<file path="src/rtl/regfile_wb_arbiter_if.sv">
// Write-back request bundle: NREQ valid/ready lanes with packed addr/data.
// master = execution units, slave = regfile_wb_arbiter.
interface regfile_wb_arbiter_if #(
  parameter int NREQ = 3,
  parameter int AW   = 5,
  parameter int DW   = 32
);
  logic [NREQ-1:0]    req_valid;
  logic [NREQ-1:0]    req_ready;
  logic [NREQ*AW-1:0] req_addr;
  logic [NREQ*DW-1:0] req_data;

  modport master (
    output req_valid,
    output req_addr,
    output req_data,
    input  req_ready
  );

  modport slave (
    input  req_valid,
    input  req_addr,
    input  req_data,
    output req_ready
  );
endinterface

</file>
<file path="src/rtl/regfile_wb_arbiter.sv">
// Round-robin arbiter for the regfile write port plus a RAW scoreboard.
// Ports: clk, rst (sync, active-low), wb (request lanes), rf_we/waddr/wdata
// (registered write port), iss_valid/iss_addr (mark pending),
// chk_addr1/2 -> chk_busy1/2 (pending lookup).
module regfile_wb_arbiter #(
  parameter int NREQ = 3,
  parameter int AW   = 5,
  parameter int DW   = 32
) (
  input  logic                  clk,
  input  logic                  rst,
  regfile_wb_arbiter_if.slave   wb,
  output logic                  rf_we,
  output logic [AW-1:0]         rf_waddr,
  output logic [DW-1:0]         rf_wdata,
  input  logic                  iss_valid,
  input  logic [AW-1:0]         iss_addr,
  input  logic [AW-1:0]         chk_addr1,
  input  logic [AW-1:0]         chk_addr2,
  output logic                  chk_busy1,
  output logic                  chk_busy2
);
  localparam int PW = (NREQ > 1) ? $clog2(NREQ) : 1;
  localparam int NR = 2 ** AW;

  logic [PW-1:0]   ptr_q, ptr_d;
  logic [NR-1:0]   busy_q, busy_d;
  logic            we_q, we_d;
  logic [AW-1:0]   waddr_q, waddr_d;
  logic [DW-1:0]   wdata_q, wdata_d;

  logic [NREQ-1:0] gnt;
  logic [PW-1:0]   gidx;
  logic            found;
  logic            xfer;
  logic [AW-1:0]   sel_addr;
  logic [DW-1:0]   sel_data;

  // First valid requester at or after ptr, wrapping.
  always_comb begin
    gnt   = '0;
    gidx  = '0;
    found = 1'b0;
    for (int k = 0; k < NREQ; k++) begin
      int j;
      j = (int'(ptr_q) + k) % NREQ;
      if (!found && wb.req_valid[j]) begin
        found  = 1'b1;
        gidx   = PW'(j);
        gnt[j] = 1'b1;
      end
    end
  end

  // Nothing is accepted while in reset.
  assign wb.req_ready = rst ? gnt : '0;
  assign xfer         = rst && found;
  assign sel_addr     = wb.req_addr[gidx*AW +: AW];
  assign sel_data     = wb.req_data[gidx*DW +: DW];

  always_comb begin
    ptr_d   = ptr_q;
    we_d    = 1'b0;
    waddr_d = waddr_q;
    wdata_d = wdata_q;
    busy_d  = busy_q;
    if (xfer) begin
      ptr_d   = (gidx == PW'(NREQ - 1)) ? '0 : gidx + 1'b1;
      we_d    = (sel_addr != '0);
      waddr_d = sel_addr;
      wdata_d = sel_data;
      busy_d[sel_addr] = 1'b0;
    end
    // Set after clear: a fresh issue to the same register is the newer writer.
    if (iss_valid && iss_addr != '0) begin
      busy_d[iss_addr] = 1'b1;
    end
    busy_d[0] = 1'b0;
  end

  always_ff @(posedge clk) begin
    if (!rst) begin
      ptr_q   <= '0;
      we_q    <= 1'b0;
      waddr_q <= '0;
      wdata_q <= '0;
      busy_q  <= '0;
    end else begin
      ptr_q   <= ptr_d;
      we_q    <= we_d;
      waddr_q <= waddr_d;
      wdata_q <= wdata_d;
      busy_q  <= busy_d;
    end
  end

  assign rf_we     = we_q;
  assign rf_waddr  = waddr_q;
  assign rf_wdata  = wdata_q;
  assign chk_busy1 = busy_q[chk_addr1];
  assign chk_busy2 = busy_q[chk_addr2];
endmodule

</file>
<file path="src/flat_wrapper.sv">
// flat-port wrapper written by rule: the top's interface ports become plain ports
module regfile_wb_arbiter_flat 
#(
  parameter int NREQ = 3,
  parameter int AW   = 5,
  parameter int DW   = 32
)
  (clk, rst, rf_we, rf_waddr, rf_wdata, iss_valid, iss_addr, chk_addr1, chk_addr2, chk_busy1, chk_busy2, wb_req_valid, wb_req_addr, wb_req_data, wb_req_ready);
  regfile_wb_arbiter_if #(.NREQ(NREQ), .AW(AW), .DW(DW)) wb_i ();
  input  logic clk;
  input  logic rst;
  output logic rf_we;
  output logic [AW-1:0] rf_waddr;
  output logic [DW-1:0] rf_wdata;
  input  logic iss_valid;
  input  logic [AW-1:0] iss_addr;
  input  logic [AW-1:0] chk_addr1;
  input  logic [AW-1:0] chk_addr2;
  output logic chk_busy1;
  output logic chk_busy2;
  input wire logic [$bits(wb_i.req_valid)-1:0] wb_req_valid;
  input wire logic [$bits(wb_i.req_addr)-1:0] wb_req_addr;
  input wire logic [$bits(wb_i.req_data)-1:0] wb_req_data;
  output wire logic [$bits(wb_i.req_ready)-1:0] wb_req_ready;
  assign wb_i.req_valid = wb_req_valid;
  assign wb_i.req_addr = wb_req_addr;
  assign wb_i.req_data = wb_req_data;
  assign wb_req_ready = wb_i.req_ready;
  regfile_wb_arbiter #(.NREQ(NREQ), .AW(AW), .DW(DW)) u_core (.clk(clk), .rst(rst), .wb(wb_i), .rf_we(rf_we), .rf_waddr(rf_waddr), .rf_wdata(rf_wdata), .iss_valid(iss_valid), .iss_addr(iss_addr), .chk_addr1(chk_addr1), .chk_addr2(chk_addr2), .chk_busy1(chk_busy1), .chk_busy2(chk_busy2));
endmodule
</file>
<file path="config.mk">
export PLATFORM = sky130hd
export DESIGN_NAME = regfile_wb_arbiter_flat
export DESIGN_NICKNAME = d
export VERILOG_FILES = /design/src/rtl/regfile_wb_arbiter_if.sv /design/src/rtl/regfile_wb_arbiter.sv /design/src/flat_wrapper.sv
export SDC_FILE = /design/constraint.sdc
export NUM_CORES = 1
export LEC_CHECK = 0
export BUFFER_PORTS_ARGS = -buffer_cell sky130_fd_sc_hd__clkbuf_2
export CAP_MARGIN = 25
export CORE_AREA = 2 2 98 100
export CTS_BUF_LIST = sky130_fd_sc_hd__clkbuf_8 sky130_fd_sc_hd__clkbuf_16
export DETAILED_ROUTE_END_ITERATION = 10
export DIE_AREA = 0 0 100 102
export GPL_ROUTABILITY_DRIVEN = 0
export HOLD_SLACK_MARGIN = 0.06
export PLACE_DENSITY = 0.85
export SLEW_MARGIN = 20
export SYNTH_ARGS = -nofsm -noshare
export SYNTH_HDL_FRONTEND = slang
export SYNTH_SLANG_ARGS = --single-unit
</file>
<file path="constraint.sdc">
create_clock -name clk -period 4.8 [get_ports clk]
set_input_delay 0.24 -clock clk [delete_from_list [all_inputs] [get_ports clk]]
set_output_delay 0.24 -clock clk [all_outputs]
set_load 0.03 [all_outputs]
</file>
==> Word level (Yosys, flattened, before mapping) <==
Cells that the tools add are included.
{ "word_totals": {"reg_bits": 72, "latchBits": 0, "ram_bits": 0, "rom_bits": 0, "in_bits": 132, "output_inout_bits": 43, "wordCells": 83, "mem_count": 0} }
{ "op_classes": {"addsub": 3, "multipliers": 1, "div_mod_pow": 3, "n_lt_le_gt_ge": 12, "n_eq_ne": 1, "n_shift": 2, "mux": 36, "n_bitwise": 5, "n_reduce_logical": 14} }
{ "ops": {"columns": ["operator", "count"], "rows": [
  [">= comparator 32 x 1 -> 1 bit (second input constant)", 3],
  ["less-than comparator 32 x 4 -> 1 bit (second input constant)", 3],
  ["indexed part select 96 x 8 -> 32 bit", 1],
  ["remainder unit 32 x 3 -> 32 bit (second input constant)", 2],
  ["two-way mux 32 bit", 2],
  ["AND 32 bit", 1],
  ["remainder unit 3 x 3 -> 32 bit (second input constant)", 1],
  ["NOT 32 bit", 1],
  ["bitwise OR 32 bit", 1],
  ["less-than comparator 5 x 6 -> 1 bit (second input constant)", 4],
  ["two-way mux 1 bit", 16],
  ["indexed part select 15 x 6 -> 5 bit", 1],
  ["two-way mux 3 bit", 4],
  ["binary-select mux 1 bit (select 5 bit)", 2],
  ["demux 1 bit (select 5 bit)", 2],
  [">= comparator 5 x 1 -> 1 bit (second input constant)", 2],
  ["nonzero test 5 bit", 2],
  ["logical AND 1 bit", 9],
  ["two-way mux 2 bit", 4],
  ["binary-select mux 1 bit (select 2 bit)", 3],
  ["demux 1 bit (select 2 bit)", 3],
  ["bitwise OR 3 bit", 2],
  ["multiplier 2 x 3 -> 5 bit (second input constant)", 1],
  ["adder 2 x 1 -> 3 bit (second input constant)", 1],
  ["other kinds (5)", 6]
]} }

==> Logic depth before layout (Yosys ltp) <==
Gate-level depths: netlist of the first run.
{ "logic_depth": {"word_depth": 22, "mapped_depth": 12} }

==> Worst setup path after synthesis of the first run <==
OpenSTA, ideal clock, no wires.
{ "synth_path": {"path_type": "register to register", "from": "register u_core.ptr_q[0]", "to": "register u_core.busy_q[10]", "setup_ns": 0.136, "arrival_ns": 2.408, "t_required_ns": 4.664, "setup_slack_ns": 2.256, "path_stages_with_launch": 11, "n_path_buf": 1, "cell_sequence": "dfxtp_1 > inv_1 > ha_1 > buf_2 > mux2i_1 > a211oi_1 > a211oi_4 > nor2_4 > mux2_2 > nor3_2 > a31oi_1"} }
{ "synth_between": {"elab_chain_len": 22, "elab_cells_between_ends": 37} }
{ "synth_lines": {"columns": ["element", "line_no", "text"], "rows": [
  ["from (decl)", "regfile_wb_arbiter.sv:26", "logic [PW-1:0] ptr_q, ptr_d;"],
  ["from (signal assigned)", "regfile_wb_arbiter.sv:89", "ptr_q <= ptr_d;"],
  ["branches (longest 19 deep; another with remainder unit 32 x 3 -> 32 bit)", null, null],
  ["two-way mux 32 bit *", "regfile_wb_arbiter.sv:67", "if (xfer) begin"],
  ["bitwise OR 32 bit (no source line)", null, null],
  ["two-way mux 32 bit *", "regfile_wb_arbiter.sv:75", "if (iss_valid && iss_addr != '0) begin"],
  ["to (signal assigned)", "regfile_wb_arbiter.sv:93", "busy_q <= busy_d;"],
  ["to (decl)", "regfile_wb_arbiter.sv:27", "logic [NR-1:0] busy_q, busy_d;"]
]} }
Mark *: on every way between the ends. The select of a mux whose other input is x is not followed.
A chain may end at the register's enable or synchronous reset.

==> Worst setup path in the final report of the first run <==
{ "layout_path": {"from": "register u_core.ptr_q[1]", "to": "register u_core.busy_q[21]"} }
Same word-level chain as after synthesis.

==> results of run 1 <==
-- path summary, 6_finish.rpt --
check                                         from                 end  slack [ns]  cells after the start
worst max-delay path               u_core.ptr_q[1]   u_core.busy_q[21]        1.44                      9
worst min-delay path               wb_req_data[64]  u_core.rf_wdata[0]        0.23                      3
worst max register to register     u_core.ptr_q[1]   u_core.busy_q[21]        1.44                      9
worst min register to register  u_core.rf_waddr[4]  u_core.rf_waddr[4]        0.46                      2
-- layout by cell type (no fill, tap or decap), types with 3 or more instances in the layout --
cell type,instances
a21boi_1,3
mux2_4,3
clkbuf_8,11
nor3_1,4
nor4_1,3
o211a_1,3
mux2_2,5
mux2i_2,3
nor2_1,48
nor3_2,8
ha_1,4
a21boi_0,33
mux2i_1,3
a21oi_1,6
a31oi_1,28
nand2b_1,11
mux4_2,18
dfxtp_1,71
o211ai_1,40
o21ai_0,70
nand3_1,77
buf_4,7
clkbuf_2,174
inv_1,5
nand2_1,84
nor2b_1,7
-- power breakdown --
group / internal (W) / leakage (nW) / total (W) / switching, W
Combinational: 0.000819 / 1.77 / 0.00249 / 0.00167
Sequential: 0.000735 / 0.583 / 0.000811 / 0.0000762
Clock: 0.000321 / 0.121 / 0.000554 / 0.000233
-- layer usage --
metal  vias up  track usage [%]  share of wire [%]
li1       2569                -                  -
met1      2640             39.9                 38
met2       337             56.3                 49
met3        61             8.48                 10
met4         0             14.1                3.2
met5         -                0                  0
-- logic make-up after synthesis --
group	after synthesis	share of synthesized area (%)
multiplexers	32	11.8
adder cells (fa/ha/maj)	4	1.02
AND/OR/NAND/NOR	255	25.2
AO/OA/AOI/OAI	203	27.6
buffers and inverters	59	5.15
flip-flops	71	29.1
-- sequential cells by signal, indices dropped and copies added, names as in the netlist --
signal	flops
u_core.rf_wdata	32
u_core.busy_q	31
u_core.ptr_q	2
u_core.rf_we	1
u_core.rf_waddr	5
-- per-stage QoR --
stage	power (W)	hold WS [ns]	utilization, %	cell area [um^2]
6_report	0.00386	0.232	65.3	5950
4_1_cts	0.00382	0.223	65.3	5950
3_3_place_gp	0.00318	0.437	62.8	5720
2_1_floorplan	0.00269	0.474	-	4880
3_5_place_dp	0.00326	0.447	62.8	5720
5_1_grt	0.00410	0.246	65.3	5950
-- final cells by class --
cell class                 instances  area share, %
inverter                           4          0.252
clock buffer                      11           2.54
timing repair buffer             181           15.5
tap                              111           2.33
sequential                        71           23.9
multi-input combinational        494           54.1
clock inverter                     5           1.37
-- critical path, cell delays in order (launching register included) --
cell and delay [ns]:
dfxtp_1 0.39, inv_1 0.08, ha_1 0.30, mux2i_1 0.20
o21ai_1 0.52, o21a_2 0.62, o211ai_1 0.19, mux2_4 0.33
nor3b_4 0.41, a31oi_1 0.16
==> run_results.csv, run 1 <==
group,metric,value,unit
floorplan,chipHeight,102,um
placed_design,dp_cells,861,
final_layout,layout.nets,897,
yosys,yosys-top-cells-count,"nand2_1 (84), nand3_1 (77), dfxtp_1 (71)",
floorplan,start_util,53.6,%
setup_path,critPathLaunchType,"flip-flop",
yosys,async_reset_ff_share,0,%
placed_design,dp_hpwl,12.1,mm
routing,routedWlPerCell,18.8,um
timing,fin_ws,1.44,ns
yosys,synth_edf_count,0,
floorplan,die-area,0.0102,mm^2
clocking,cts_buffer_depth,2,
yosys,synthTopCellsByArea,"dfxtp_1 (29%), mux4_2 (8.3%), nand3_1 (7.9%), o21ai_0 (7.2%), nand2_1 (6.5%)",
floorplan,pin_count,175,
routing,ant_nets,0,
final_layout,area_growth,21.8,%
timing,fin_setup_tns,0,ns
clocking,insertion_delay,0.35,ns
yosys,yosys.area.top_type_share,29.1,%
timing,grt_setup_unrepaired,"no",
yosys,ys_dominant_reg_cell,"dfxtp_1",
power_and_ir_drop,p_leak,2.47,nW
yosys,synth_cells,624,
yosys,synth_seq_cells,71,
setup_path,path_class,"flip-flop to flip-flop",
yosys,ys_types,54,
global_routing,grt_usage,33.1,%
clocking,postCtsHoldBufs,0,
routing,drtPass1Iterations,8,
power_and_ir_drop,power_density,648,mW/mm^2
timing,setup_viol,0,
timing,worst_slew_pin_slew,0.918,ns
placed_design,pre_cts_ws,1.52,ns
run_status,outcome,"finished, final reports clean",
yosys,synth.largest_area_cell,"dfxtp_1",
floorplan,num_rows,35,
timing,clock.fmax,0.297,GHz
final_layout,layout-drive-gt1-share,32.4,%
yosys,synth.most_common_cell,"nand2_1",
routing,num_vias,5607,
clocking,ctsResizeCount,0,
setup_path,critPathCaptureType,"flip-flop",
yosys,syn_area_per_cell,7.83,um^2
clocking,clk_pin_slew,0.08,ns
timing,slew_violations,0,
floorplan,core-area,0.00911,mm^2
timing,slew_headroom,38.8,%
timing,timing.final.crit_share,70.1,%
yosys,syn_area,0.00488,mm^2
timing,finalHoldViolations,0,
timing,final.setup_skew,0.00473,ns
final_layout,multi_input_area,0.00322,mm^2
global_routing,first_global_vias,5415,
job,max_cap_viol_count,0,
routing,wirelength,16.5,mm
yosys,ys_warn_count,0,
final_layout,diodes,0,
final_layout,ff_latch_area,0.00142,mm^2
setup_path,worstPathRequired,5.01,ns
routing,drc,0,
clocking,cts_sinks,71,
global_routing,overflow,0,
final_layout,fillCellCount,775,
power_and_ir_drop,ir_drop,329,uV
global_routing,antenna_found_initial,0,
yosys,ys_seq_area_share,29.1,%
clocking,cts_tree,"done",
global_routing,grt_first_pass_wirelength,26.7,mm
routing,drtIter0Drc,625,
final_layout,fin_cells,877,
floorplan,die_width,100,um
timing,min_period,3.36,ns
routing,viasPerCell,6.39,
setup_path,path_max_fanout,39,
clocking,cts-root-buf,"clkbuf_8",
worst_hold_path,min_path_type,"primary input to flip-flop",
setup_path,cp.arrival,3.57,ns
clocking,htree_levels,3,
global_routing,grt_max_degree,52,
clocking,numCtsBuffers,9,
clocking,cts_setup_buffers,0,
yosys,syn-num-nets,760,
placed_design,portBuffers,174,
(Power assumes the default switching activity.)
==> inputs of run 2 (changes only) <==
- CORE_AREA: 2 2 98 100 -> 2 2 107 109
- DIE_AREA: 0 0 100 102 -> 0 0 109 111
- PLACE_DENSITY: 0.85 -> 0.76
- clock period: 4.8 -> 2.7 ns (I/O delays scaled with it)
==> run 2 against run 1 <==
Against the previous run: first-iteration DRC count is 32% lower; utilization is 7.0 points lower; largest power group unchanged; worst setup slack worse by 1.4 ns; highest routed layer unchanged; sequential power is 79% higher; critical endpoint is now u_core.busy_q[30]; die area is 19% higher; clock power is 150% higher; largest cell class unchanged.
==> run_results.csv, run 2 (synthesis results as in run 1) <==
group,metric,value,unit
setup_path,cp_common_cell,"mux2_4",
placed_design,dp_hpwl,12.1,mm
routing,ant_nets,0,
power_and_ir_drop,power_density,1220,mW/mm^2
timing,clock.fmax,0.380,GHz
run_status,outcome,"finished, final reports clean",
setup_path,critPathLaunchType,"flip-flop",
timing,worst_slew_pin_slew,0.680,ns
power_and_ir_drop,p_leak,2.67,nW
final_layout,layout-drive-gt1-share,35.7,%
routing,drtPass1Iterations,6,
global_routing,grt_usage,27.2,%
routing,wirelength,16.5,mm
clocking,htree_levels,3,
timing,final.setup_skew,0.00639,ns
routing,routedWlPerCell,17.7,um
global_routing,grt_first_pass_wirelength,26.2,mm
timing,finalHoldViolations,0,
setup_path,cp.arrival,2.84,ns
final_layout,area_growth,32.3,%
setup_path,reg2reg_to,"u_core.busy_q[30]",
worst_hold_path,min_to,"u_core.rf_wdata[21]",
routing,drtIter0Drc,427,
floorplan,num_rows,39,
clocking,insertion_delay,0.33,ns
floorplan,core-area,0.0111,mm^2
routing,drc,0,
setup_path,critPathCaptureType,"flip-flop",
timing,setup_viol,0,
timing,grt_setup_unrepaired,"yes",
routing,top_layer,"met4",
floorplan,start_util,44.1,%
setup_path,worstPathRequired,2.91,ns
final_layout,fin_area,0.00646,mm^2
clocking,postCtsHoldBufs,0,
placed_design,pre_cts_ws,-0.0780,ns
job,max_cap_viol_count,0,
global_routing,grt_max_degree,57,
timing,timing.final.crit_share,97.6,%
routing,wl_met1,6.18,mm
power_and_ir_drop,ir_drop,610,uV
floorplan,pin_count,175,
setup_path,rr_startpoint,"u_core.ptr_q[0]",
worst_hold_path,min_path_type,"primary input to flip-flop",
routing,met2WireLength,8.15,mm
global_routing,antenna_found_initial,0,
timing,slew_headroom,54.6,%
worst_hold_path,hold_start,"wb_req_data[85]",
floorplan,die_width,109,um
placed_design,placed_area,0.00593,mm^2
setup_path,r2r_slack,0.07,ns
setup_path,crit_family,"multiplexers",
final_layout,final_common_cell,"clkbuf_2",
final_layout,layout.nets,919,
placed_design,portBuffers,174,
timing,min_period,2.63,ns
setup_path,cp.buffers_inverters,2,
setup_path,critPathSlowestCell,"ha_2",
timing,slew_violations,0,
routing,num_vias,5575,
setup_path,path_class,"flip-flop to flip-flop",
timing,fin_ws,0.0657,ns
worst_hold_path,hold-path-cell-count,3,
setup_path,rr_worst_depth,9,
final_layout,fillCellCount,984,
clocking,cts_tree,"done",
final_layout,final_cell_mix,"clkbuf_2 (174), nand2_1 (83), nand3_1 (77), dfxtp_1 (69), o21ai_0 (68)",
clocking,cts_sinks,71,
routing,viasPerCell,5.99,
clocking,cts_buffer_depth,2,
setup_path,cp_cell_sequence,"inv_1 > ha_2 > mux2_4 > o21a_4 > o211ai_1 > mux2_4 > nor3b_4 > buf_6 > a31oi_1",
setup_path,path_max_fanout,9,
routing,route.met3.wl,1.46,mm
final_layout,diodes,0,
floorplan,die-area,0.0121,mm^2
clocking,numCtsBuffers,9,
clocking,clk_pin_slew,0.06,ns
floorplan,chipHeight,111,um
final_layout,largest_reg_flops,32,
clocking,cts-root-buf,"clkbuf_16",
global_routing,overflow,0,
setup_path,worst_path_largest_cell_delay,0.44,ns
global_routing,first_global_vias,5505,
run 2: layout make-up:
type / instances / area, um^2 / share of cell area (%)
flip-flops and latches: 71 / 1430 / 22.1
inverters: 4 / 15.0 / 0.232
clock buffers: 10 / 239 / 3.70
repair buffers: 203 / 1150 / 17.8
well taps: 143 / 179 / 2.77
clock inverters: 6 / 109 / 1.68
multi-input cells: 494 / 3340 / 51.7
run 2: worst max path at each step:
stage | to | slack, ns | from | cells past startpoint
global route | u_core.rf_wdata[26] | -0.03 | u_core.ptr_q[0] | 11
detailed placement | u_core.busy_q[9] | -0.08 | u_core.ptr_q[0] | 9
floorplan | u_core.busy_q[10] | 0.16 | u_core.ptr_q[0] | 10
finish | u_core.busy_q[30] | 0.07 | u_core.ptr_q[0] | 9
global placement | u_core.busy_q[10] | 0.02 | u_core.ptr_q[0] | 9
CTS | u_core.busy_q[4] | -0.03 | u_core.ptr_q[1] | 9
run 2: metal layers:
layer | GRT usage (%) | vias to the layer above
met5 | 0 | -
met1 | 32.0 | 2596
met2 | 45.3 | 296
li1 | - | 2625
met3 | 6.64 | 58
met4 | 13.8 | 0
run 2: what timing repair did:
action | in CTS | in global routing
resized for setup | 2 | 27
pin swaps | 0 | 5
buffers inserted | 0 | 5
gates cloned | 0 | 0
setup endpoints to repair | 34 | 66
run 2: per-stage QoR:
| step | hold slack [ns] | instances | TNS [ns] | total power (W) | util (%) |
|---|---|---|---|---|---|
| final | 0.156 | 931 | 0 | 0.00785 | 58.3 |
| after global routing | 0.171 | 931 | -0.137 | 0.00837 | 58.3 |
| after CTS | 0.148 | 926 | -0.183 | 0.00754 | 56.8 |
| after detailed placement | 0.445 | 910 | -0.972 | 0.00612 | 53.6 |
| after global placement | 0.440 | 910 | 0 | 0.00600 | 53.6 |
| after floorplan | 0.369 | 624 | 0 | 0.00478 | - |
run 2: power breakdown:
part,total [W],switching [W],internal (W)
Clock,0.00138,0.000455,0.000924
Sequential,0.00145,0.000137,0.00131
Combinational,0.00502,0.00314,0.00188
run 2: worst reg2reg max path: stages, from the launching register on:
cell	delay [ns]
dfxtp_4	0.37
inv_1	0.06
ha_2	0.44
mux2_4	0.38
o21a_4	0.27
o211ai_1	0.24
mux2_4	0.25
nor3b_4	0.27
buf_6	0.16
a31oi_1	0.08
==> inputs of run 3 (changes only) <==
- ABC_AREA: unset -> 1
- CORE_AREA: 2 2 107 109 -> 2 2 102 104
- DIE_AREA: 0 0 109 111 -> 0 0 104 106
- MAX_ROUTING_LAYER: unset -> met4
- PLACE_DENSITY: 0.76 -> 0.77
==> run 3 against run 2 <==
Against the previous run: sequential power up 3%; design area decreased by 13%; hold slack lost 0.077 ns; sequential share of layout area up 3.2 points; global-route usage shrank 1.6 points; flip-flop and latch count unchanged; critical path depth is 7 higher; clock skew up 0.0025 ns; synthesized cell count increased by 10%; register-to-register slack better by 0.19 ns; combinational power down 0.8%; critical endpoint is now u_core.busy_q[17]; highest routed layer unchanged.
==> run_results.csv, run 3 <==
group,metric,value,unit
global_routing,grt_max_degree,60,
final_layout,largest_reg_flops,32,
yosys,synth_seq_cells,71,
routing,drtPass1Iterations,5,
yosys,syn-num-nets,825,
setup_path,path_max_fanout,8,
timing,clock.fmax,0.409,GHz
yosys,synthXorXnorAreaFrac,0,%
clocking,postCtsHoldBufs,0,
run_status,outcome,"finished, final reports clean",
yosys,yosys-top-cells-count,"nand2_1 (141), o21ai_0 (101), a21oi_1 (100)",
setup_path,cp_cell_sequence,"inv_1 > ha_4 > inv_2 > nand2_1 > nand3_1 > nand2_1 > nand4_1 > nand2_2 > buf_4 > nand2_1 > nand2_4 > nand2_4 > nor2_4 > nand2_1 > nand2_1 > a21oi_1",
global_routing,first_global_vias,4878,
timing,slew_headroom,53.6,%
yosys,ys_dominant_reg_cell,"dfxtp_1",
job,max_cap_viol_count,0,
yosys,ys_warn_count,0,
clocking,numCtsBuffers,9,
global_routing,grt_first_pass_wirelength,22.7,mm
floorplan,start_util,44.0,%
clocking,cts-root-buf,"clkbuf_8",
setup_path,worst_path_largest_cell_delay,0.37,ns
final_layout,diodes,0,
yosys,synth_edf_count,0,
yosys,synthTopCellsByArea,"dfxtp_1 (32%), nand2_1 (12%), o21ai_0 (11%), a21oi_1 (11%), nor2_1 (8.4%)",
floorplan,die_width,104,um
placed_design,dp_cells,979,
placed_design,dp_hpwl,10.6,mm
final_layout,fin_cells,995,
setup_path,cp.arrival,2.67,ns
timing,timing.final.crit_share,90.6,%
timing,finalHoldViolations,0,
yosys,async_reset_ff_share,0,%
power_and_ir_drop,ir_drop,807,uV
final_layout,layout-drive-gt1-share,29.2,%
floorplan,pin_count,175,
yosys,synth.area.mux_share,0,%
placed_design,pre_cts_ws,0.176,ns
yosys,synth_top_family_by_area,"simple AND/OR/NAND/NOR gates",
routing,ant_nets,0,
timing,grt_setup_unrepaired,"no",
routing,num_vias,5349,
clocking,insertion_delay,0.34,ns
clocking,cts_setup_buffers,0,
yosys,ys_seq_area_share,32.3,%
yosys,synth_simple_gate_area_share,31.8,%
final_layout,final_cell_mix,"clkbuf_2 (174), nand2_1 (140), a21oi_1 (100), o21ai_0 (100), nor2_1 (98)",
floorplan,chipHeight,106,um
setup_path,r2r_slack,0.25,ns
routing,wirelength,14.4,mm
yosys,yosys.area.top_type_share,32.3,%
routing,drtIter0Drc,353,
timing,fin_ws,0.254,ns
yosys,syn_area,0.00440,mm^2
yosys,synth.largest_area_cell,"dfxtp_1",
timing,setup_viol,0,
setup_path,critPathCaptureType,"flip-flop",
power_and_ir_drop,power_density,1310,mW/mm^2
setup_path,critPathSlowestCell,"dfxtp_1",
yosys,synth_compound_area_share,27.4,%
yosys,synthAdderAreaFrac,1.14,%
floorplan,num_rows,37,
power_and_ir_drop,power,0.00738,W
final_layout,layout.nets,990,
global_routing,grt_usage,25.6,%
setup_path,crit_family,"simple AND/OR/NAND/NOR gates",
clocking,cts_tree,"done",
clocking,htree_levels,3,
setup_path,worstPathRequired,2.92,ns
global_routing,overflow,0,
yosys,syn_area_per_cell,6.39,um^2
timing,min_period,2.45,ns
setup_path,cp_common_cell,"nand2_1",
clocking,clk_pin_slew,0.08,ns
final_layout,fillCellCount,1008,
clocking,ctsResizeCount,0,
worst_hold_path,min_path_type,"primary input to flip-flop",
setup_path,cp.buffers_inverters,3,
yosys,ys_types,34,
clocking,cts_buffer_depth,2,
routing,viasPerCell,5.38,
floorplan,die-area,0.0110,mm^2
timing,worst_slew_pin_slew,0.694,ns
routing,drc,0,
placed_design,portBuffers,174,
timing,slew_violations,0,
timing,fin_setup_tns,0,ns
final_layout,area_growth,27.5,%
timing,final.setup_skew,0.00889,ns
power_and_ir_drop,p_leak,2.55,nW
floorplan,core-area,0.0100,mm^2
final_layout,final_common_cell,"clkbuf_2",
routing,routedWlPerCell,14.4,um
yosys,synth.most_common_cell,"nand2_1",
clocking,cts_sinks,71,
yosys,synth_cells,689,
global_routing,antenna_found_initial,0,
setup_path,path_class,"flip-flop to flip-flop",
setup_path,critPathLaunchType,"flip-flop",
==> run 3: changes by cell type in the layout (fill, tap and decap cells not counted), moves of 18 or more <==
| cell | before | now |
|---|---|---|
| a21oi_1 | 6 | 100 |
| nand2_1 | 83 | 140 |
| nor2_1 | 48 | 98 |
| nand3_1 | 77 | 29 |
| o211ai_1 | 40 | 3 |
| a21boi_0 | 33 | 0 |
| o21ai_0 | 68 | 100 |
| inv_1 | 5 | 32 |
| a31oi_1 | 28 | 5 |
| mux4_2 | 18 | 0 |
==> run 3: cell type report <==
type / count / area [um^2] / area share [%]
Clock buffer: 11 / 151 / 2.70
Clock inverter: 5 / 56.3 / 1.00
Inverter: 45 / 169 / 3.01
Multi-Input combinational cell: 541 / 2690 / 47.8
Sequential cell: 71 / 1420 / 25.3
Tap cell: 136 / 170 / 3.03
Timing Repair Buffer: 186 / 961 / 17.1
==> run 3: power breakdown <==
part	leakage (nW)	internal, W	switching (W)
combinational	1.86	0.00146	0.00352
clock	0.105	0.000476	0.000419
sequential	0.586	0.00135	0.000156
==> run 3: worst paths after layout <==
path / from / endpoint / cells past startpoint
max reg2reg: u_core.ptr_q[0] / u_core.busy_q[17] / 16
min: wb_req_data[91] / u_core.rf_wdata[27] / 3
max: u_core.ptr_q[0] / u_core.busy_q[17] / 16
min reg2reg: u_core.busy_q[4] / u_core.busy_q[4] / 2
==> run 3: through the flow <==
step                util (%)  hold WS, ns  instance area (um^2)
global route            56.1       0.0789                  5610
finish                  56.1       0.0785                  5610
global placement        53.8        0.423                  5380
detailed placement      53.8        0.430                  5380
CTS                     55.9       0.0703                  5590
floorplan                  -        0.311                  4400
==> run 3: cell families (layout without fill, tap and decap cells) <==
family	count (synthesis)	after routing
flip-flops	71	71
buffers and inverters	77	247
adder cells (fa/ha/maj)	4	4
AO/OA/AOI/OAI	226	226
AND/OR/NAND/NOR	311	311
==> run 3: routing by layer <==
metal	share of wire, %	routed length (um)	vias to the layer above	global-route usage (%)
met5	0	0	-	-
met4	2.0	289	0	8.11
met3	8.6	1240	26	3.56
met2	48	6920	284	43.5
met1	41	5930	2380	31.7
li1	-	-	2659	-
==> run 3: worst register-to-register path, cell delays in order, from the launching register on <==
cell and delay, ns:
dfxtp_1 0.37, inv_1 0.11, ha_4 0.32, inv_2 0.07, nand2_1 0.06, nand3_1 0.06, nand2_1 0.14, nand4_1 0.16
nand2_2 0.13, buf_4 0.15, nand2_1 0.09, nand2_4 0.13, nand2_4 0.08, nor2_4 0.24, nand2_1 0.11, nand2_1 0.08
a21oi_1 0.05
